`src/rtl/gpio_ext_top.sv`:
```
// Wishbone GPIO block: pad sync, optional debounce, edge/level interrupts.
// Build option: define GPIO_DEBOUNCE_EN to add the debounce filter.
module gpio_ext_top #(
  parameter int N_PINS   = 32,
  parameter int DB_CNT_W = 16
) (
  input  logic              wb_clk_i,
  input  logic              wb_rst_ni,
  input  logic              wb_cyc_i,
  input  logic              wb_stb_i,
  input  logic              wb_we_i,
  input  logic [5:0]        wb_adr_i,
  input  logic [31:0]       wb_dat_i,
  input  logic [3:0]        wb_sel_i,
  output logic [31:0]       wb_dat_o,
  output logic              wb_ack_o,
  output logic              wb_err_o,
  input  logic [N_PINS-1:0] i_gpio,
  output logic [N_PINS-1:0] o_gpio,
  output logic [N_PINS-1:0] en_gpio,
  output logic              wb_inta_o
);
  localparam int N = N_PINS;

  logic          acc, start, wr;
  logic [3:0]    idx;
  logic [31:0]   bmask, rdata;
  logic [N-1:0]  wm, wd, wset, is_clr;
  logic [N-1:0]  out_q, oe_q, ie_q, is_q;
  logic [N-1:0]  imode_q, ipol_q, iany_q;
  logic [N-1:0]  sync0, sync1, filt, prev_q;
  logic [N-1:0]  edge_ev, lvl_ev, evt;
  logic          unused_ok;

  assign acc   = wb_cyc_i & wb_stb_i;
  assign start = acc & ~wb_ack_o;
  assign wr    = start & wb_we_i;
  assign idx   = wb_adr_i[5:2];
  assign bmask = {{8{wb_sel_i[3]}}, {8{wb_sel_i[2]}},
                  {8{wb_sel_i[1]}}, {8{wb_sel_i[0]}}};
  assign wm    = bmask[N-1:0];
  assign wd    = wb_dat_i[N-1:0];
  assign wset  = wd & wm;
  assign is_clr = (wr && idx == 4'd6) ? wset : '0;
  assign unused_ok = ^{wb_adr_i[1:0], wb_dat_i, bmask};

  assign edge_ev = (iany_q & (filt ^ prev_q))
                 | (~iany_q & ipol_q & filt & ~prev_q)
                 | (~iany_q & ~ipol_q & ~filt & prev_q);
  assign lvl_ev  = ~(filt ^ ipol_q);
  assign evt     = (imode_q & edge_ev) | (~imode_q & lvl_ev);

  assign o_gpio    = out_q;
  assign en_gpio   = oe_q;
  assign wb_err_o  = 1'b0;
  assign wb_inta_o = |(ie_q & is_q);

`ifdef GPIO_DEBOUNCE_EN
  logic [DB_CNT_W-1:0] dbcfg_q, pres_q, db_m, db_d;
  logic [N-1:0]        filt_q;
  logic [1:0]          stab_q [N];
  logic                db_wr, tick, bypass;

  assign db_wr  = wr && idx == 4'd10;
  assign db_m   = bmask[DB_CNT_W-1:0];
  assign db_d   = wb_dat_i[DB_CNT_W-1:0];
  assign tick   = pres_q == dbcfg_q;
  assign bypass = dbcfg_q == '0;
  assign filt   = bypass ? sync1 : filt_q;

  // A pin's counter restarts whenever it agrees with filt again.
  always_ff @(posedge wb_clk_i or negedge wb_rst_ni) begin
    if (!wb_rst_ni) begin
      dbcfg_q <= '0;
      pres_q  <= '0;
      filt_q  <= '0;
      for (int i = 0; i < N; i++) stab_q[i] <= '0;
    end else begin
      if (db_wr) begin
        dbcfg_q <= (dbcfg_q & ~db_m) | (db_d & db_m);
        pres_q  <= '0;
      end else if (tick) begin
        pres_q <= '0;
      end else begin
        pres_q <= pres_q + DB_CNT_W'(1);
      end
      for (int i = 0; i < N; i++) begin
        if (db_wr || sync1[i] == filt_q[i]) begin
          stab_q[i] <= '0;
        end else if (tick) begin
          if (stab_q[i] == 2'd2) filt_q[i] <= sync1[i];
          else stab_q[i] <= stab_q[i] + 2'd1;
        end
      end
      if (bypass) filt_q <= sync1;
    end
  end
`else
  assign filt = sync1;
`endif

  always_comb begin
    rdata = '0;
    case (idx)
      4'd0:  rdata[N-1:0] = filt;
      4'd1,
      4'd3,
      4'd4:  rdata[N-1:0] = out_q;
      4'd2:  rdata[N-1:0] = oe_q;
      4'd5:  rdata[N-1:0] = ie_q;
      4'd6:  rdata[N-1:0] = is_q;
      4'd7:  rdata[N-1:0] = imode_q;
      4'd8:  rdata[N-1:0] = ipol_q;
      4'd9:  rdata[N-1:0] = iany_q;
`ifdef GPIO_DEBOUNCE_EN
      4'd10: rdata[DB_CNT_W-1:0] = dbcfg_q;
`endif
      default: ;
    endcase
  end

  always_ff @(posedge wb_clk_i or negedge wb_rst_ni) begin
    if (!wb_rst_ni) begin
      wb_ack_o <= 1'b0;
      wb_dat_o <= '0;
      sync0    <= '0;
      sync1    <= '0;
      prev_q   <= '0;
      out_q    <= '0;
      oe_q     <= '0;
      ie_q     <= '0;
      is_q     <= '0;
      imode_q  <= '1;
      ipol_q   <= '1;
      iany_q   <= '0;
    end else begin
      wb_ack_o <= start;
      if (start) wb_dat_o <= rdata;
      sync0  <= i_gpio;
      sync1  <= sync0;
      prev_q <= filt;
      // A new event beats a same-cycle clear.
      is_q <= (is_q & ~is_clr) | (evt & ie_q);
      if (wr) begin
        case (idx)
          4'd1: out_q   <= (out_q & ~wm) | wset;
          4'd2: oe_q    <= (oe_q & ~wm) | wset;
          4'd3: out_q   <= out_q | wset;
          4'd4: out_q   <= out_q & ~wset;
          4'd5: ie_q    <= (ie_q & ~wm) | wset;
          4'd7: imode_q <= (imode_q & ~wm) | wset;
          4'd8: ipol_q  <= (ipol_q & ~wm) | wset;
          4'd9: iany_q  <= (iany_q & ~wm) | wset;
          default: ;
        endcase
      end
    end
  end
endmodule
```
`config.mk`:
```
export PLATFORM = sky130hd
export DESIGN_NAME = gpio_ext_top
export DESIGN_NICKNAME = d
export VERILOG_FILES = /design/src/rtl/gpio_ext_top.sv
export SDC_FILE = /design/constraint.sdc
export NUM_CORES = 1
export LEC_CHECK = 0
export BUFFER_PORTS_ARGS = -buffer_cell sky130_fd_sc_hd__buf_2
export CAP_MARGIN = 20
export CORE_ASPECT_RATIO = 0.8
export CORE_MARGIN = 1.5
export CORE_UTILIZATION = 63
export DETAILED_ROUTE_END_ITERATION = 6
export PLACE_DENSITY = 0.85
export SYNTH_ARGS = -nofsm -noshare
export SYNTH_HDL_FRONTEND = slang
export SYNTH_SLANG_ARGS = --single-unit
```
`constraint.sdc`:
```
create_clock -name wb_clk_i -period 3.5 [get_ports wb_clk_i]
set_input_delay 0.525 -clock wb_clk_i [delete_from_list [all_inputs] [get_ports wb_clk_i]]
set_output_delay 0.525 -clock wb_clk_i [all_outputs]
set_load 0.02 [all_outputs]
```
==> run summary <==
For this design the static power due to leakage is between 7 and 8 nW. The root buffer cell chosen for the clock tree is sky130_fd_sc_hd__clkbuf_16. The fmax is roughly 0.36 GHz. After detailed routing, the number of vias per cell comes to a little under 7. The wire length on met3 is roughly 5000 um. The critical path is of the reg2out type. The share of total power dissipated in the clock network is 0.383. The cell with the biggest individual delay on the critical path is sky130_fd_sc_hd__or4_1. The die outline area is between 0.02 and 0.03 mm^2.

The number of ports placed on the die boundary is 178. The row count is 52. The number of failing hold endpoints at the final stage came out at 0.

In the layout the commonest cells are sky130_fd_sc_hd__dfrtp_1 (289), sky130_fd_sc_hd__buf_2 (173), sky130_fd_sc_hd__mux2_2 (168). The final core utilization came out at 0.739. Entering global routing, the biggest net connects 86 pins.

Subtracting the final worst setup slack from the clock period gives between 2000 and 3000 ps. The length of the first detailed-routing pass in iterations came out at 7. The sum of net half-perimeters after detailed placement is between 20,000 and 30,000 um.

The routed metal-1 wirelength is roughly 18,000 um. The overall die height came out at roughly 150 um. Buffers added to address setup during post-CTS repair amount to 0. The number of buffers inserted during clock tree synthesis came out at 36.

The number of antenna violations at the first check in global routing is 2. In this run the worst hold path is classified as in2async. The area share of the leading cell type in the synthesized netlist came out at 0.444. The synthesized-area fraction occupied by ao, oa, aoi and oai cells is 0.154. Setup violations remaining at the end of the flow were counted as 0. Setup repair after global routing left no endpoint under its margin. The total net switching power came out at approximately 2.7 mW. The proportion of layout cells with a drive suffix above 1 came out at 0.364. The overall power is 10.0 mW. The number of standard cells after synthesis is roughly 1,400.

Across all hold checks on the routed design, the worst slack comes to ~28 ps. The residual overflow from global routing is 0. The count of hold-fix buffers inserted at cts came out at 0.

The total track usage came out at 0.347. The first global-routing pass estimated a little over 70,000 um of wire. The number of nets at the end of the flow came out at approximately 1,600. The worst-margin pin slew is between 1000 and 1500 ps.

The worst setup path is launched from a flop. The setup TNS after final layout came out at 0 ps. The proportion of total power due to net switching is 0.268. The number of gates resized after CTS came out at 0.

The top flip-flop cell by instance count after synthesis is sky130_fd_sc_hd__dfrtp_1. The die boundary width is 183 um. The placeable core area is 0.0253 mm^2. The global placer's final weighted congestion is about 0.93. The data arrival time of the critical path came out at ~2300 ps. The CTS clock-pin slew for the worst setup and hold paths came out at roughly 60 ps. The violation count after the first detailed-routing iteration is between 1,500 and 2,000. The arithmetic-cell share of the synthesized area counting full adders, half adders and majority gates is 0. The data required time of the critical path is approximately 3000 ps.

The share of the Yosys chip area taken by registers is 0.548. The total power divided by cell area came out at approximately 540 mW/mm^2. The max-capacitance violation count is 0. The clock reaches the later pin of the worst-skew pair after around 510 ps.

The growth of design area from synthesis to finish came out at 14.9%. The multiplexer share of the synthesized area is 0.119. The count of fill cells added during filler insertion came out at ~1,700.

The clock tree from TritonCTS is yes. The simple-gate portion of the synthesized area came out at 0.137. The via count came out at 13,000. The effective utilization at floorplan is 0.643. The number of nets handed over by synthesis was ~1,500. The highest cell delay on the worst timing path is between 500 and 600 ps. The worst setup path is captured at an output port. In this run the cell area of the synthesized design comes to ~0.016 mm^2.

The number of flops mapped to enable cells by yosys came out at 0. The CTS H-tree depth is 2. VDD sags by at most between 0.0003 and 0.0004 V.

The number of global-route vias before repair came out at between 10,000 and 15,000. The clock passes through at most 3 buffers. sky130_fd_sc_hd__dfrtp_1 takes more of the synthesized area than any other cell. The routed wirelength normalized by instance count came out at between 20 and 25 um. The clock arrives with about 7.6 ps of skew.

The library cell used most frequently in the layout, excluding fill and tap cells, is sky130_fd_sc_hd__dfrtp_1. By area, the combinational part of the netlist is dominated by compound AO/OA/AOI/OAI gates. The worst slew margin relative to its limit is 0.265.

The detailed router used layers up to and including met4. The signal on the critical path passes through a22oi_1, nand4_1, or4_1, buf_2. By area the synthesized netlist is led by sky130_fd_sc_hd__dfrtp_1 (44%), sky130_fd_sc_hd__mux2_2 (12%), sky130_fd_sc_hd__dfstp_2 (10%), sky130_fd_sc_hd__nand3b_1 (3.7%), sky130_fd_sc_hd__nand3_1 (3.4%). The number of antenna-violating nets in the routed design is 0.

CTS saw about 350 sinks. In this run the worst path has a maximum fanout of 4. The final number of max-transition violations is 0.

The final reports fail on design-rule violations. The routed design has 46,500 um of wire. The number of warnings issued by yosys came out at 0. The proportion of synthesized flip-flops having asynchronous set or reset came out at 1.00. The internal power consumption is roughly 7.3 mW. Of the total power, combinational logic draws 0.124.

The depth of the worst register-to-register path came out at 6. The slack of the worst reg-to-reg path came out at around 1400 ps. The detailed-route DRC error count came out at 1. The quantity of I/O buffers inserted on ports came out at around 170. The xor-xnor portion of the synthesized cell area is 0.0178. A synthesized cell averages between 10 and 15 um^2. The met2 layer wire length in the routed design came out at between 20,000 and 25,000 um. The flow ran to the end, but the final reports show violations.

The flop and latch count out of synthesis came out at 353. Dividing the final minimum period by the clock period gives 0.802. The count of different cell masters after synthesis came out at 52.

Of the total power, registers draw 0.493.
routing by layer:
metal	track usage	vias to the layer above
li1	-	5503
met1	0.476	6522
met2	0.534	826
met3	0.0793	150
met4	0.152	0
met5	0	-
power by group through the flow:
stage	registers, mW	clock network, mW	logic [mW]
2_1_floorplan	4.94	0	0.678
3_3_place_gp	4.96	0	1.17
3_5_place_dp	4.98	0	1.22
4_1_cts	4.92	3.85	1.23
5_1_grt	4.98	4.05	1.33
6_report	4.94	3.84	1.24
worst paths after layout:
| path | startpoint | to |
|---|---|---|
| worst min-delay path | wb_rst_ni | filt[19]$_DFF_PN0_ |
| worst max-delay path | flop | wb_inta_o |
| max in group asynchronous | wb_rst_ni | asynchronous set/reset pin |
| min in group wb_clk_i | i_gpio[13] | sync0[13]$_DFF_PN0_ |
| worst min register to register | sync0[7]$_DFF_PN0_ | filt[7]$_DFF_PN0_ |
| worst max register to register | wb_ack_o$_DFF_PN0_ | is_q[21]$_DFF_PN0_ |
layout make-up:
cell class | count | area [um^2] | area share
flip-flops and latches | 353 | 8910 | 0.477
clock buffers | 53 | 1070 | 0.0570
diodes | 2 | 5.00 | 0.000268
inverters | 3 | 11.3 | 0.000602
clock inverters | 11 | 105 | 0.00562
multi-input cells | 929 | 6980 | 0.373
repair buffers | 207 | 1220 | 0.0650
well taps | 324 | 405 | 0.0217
critical path: cells and delay by family (launching register included):
| kind | cells | cell delay [ps] |
|---|---|---|
| buf+inv | 1 | 200 |
| compound gates | 1 | 380 |
| flops | 1 | 410 |
| simple gates | 2 | 780 |
cells by family (layout without fill, tap and decap cells):
group | Yosys count | in the layout
multiplexers | 172 | 172
buffers and inverters | 89 | 274
AND/OR/NAND/NOR | 380 | 380
other | 1 | 3
flip-flops | 353 | 353
XOR/XNOR | 33 | 33
AO/OA/AOI/OAI | 343 | 343
cells in the mapped netlist (4+ instances only):
library cell and instances:
sky130_fd_sc_hd__dfrtp_1 289, sky130_fd_sc_hd__mux2_2 168, sky130_fd_sc_hd__nand3_1 112, sky130_fd_sc_hd__nand2_1 83
sky130_fd_sc_hd__nand3b_1 81, sky130_fd_sc_hd__a22oi_1 70, sky130_fd_sc_hd__a21oi_1 65, sky130_fd_sc_hd__dfstp_2 64
sky130_fd_sc_hd__clkbuf_1 44, sky130_fd_sc_hd__o21ai_0 42, sky130_fd_sc_hd__o2bb2ai_1 35, sky130_fd_sc_hd__buf_2 31
sky130_fd_sc_hd__a22o_1 29, sky130_fd_sc_hd__nor2b_1 29, sky130_fd_sc_hd__o311ai_0 29, sky130_fd_sc_hd__xor2_1 29
sky130_fd_sc_hd__a31o_2 21, sky130_fd_sc_hd__or3b_2 21, sky130_fd_sc_hd__a2111oi_0 20, sky130_fd_sc_hd__nand2_2 20
sky130_fd_sc_hd__a221o_1 12, sky130_fd_sc_hd__a31o_1 11, sky130_fd_sc_hd__nand2b_1 7, sky130_fd_sc_hd__buf_1 6
sky130_fd_sc_hd__buf_4 5, sky130_fd_sc_hd__and3_1 4, sky130_fd_sc_hd__mux2_1 4, sky130_fd_sc_hd__nand4_1 4
sky130_fd_sc_hd__o21ai_1 4, sky130_fd_sc_hd__xnor2_1 4
metrics by stage:
step,setup WS [ps],cell area (um^2),cells
global route,676,18700,1882
floorplan,1650,16300,1371
finish,692,18700,1882
detailed placement,627,17500,1816
global placement,754,17500,1816
CTS,759,18700,1880
Note: power is estimated with default switching activity, not from simulation.
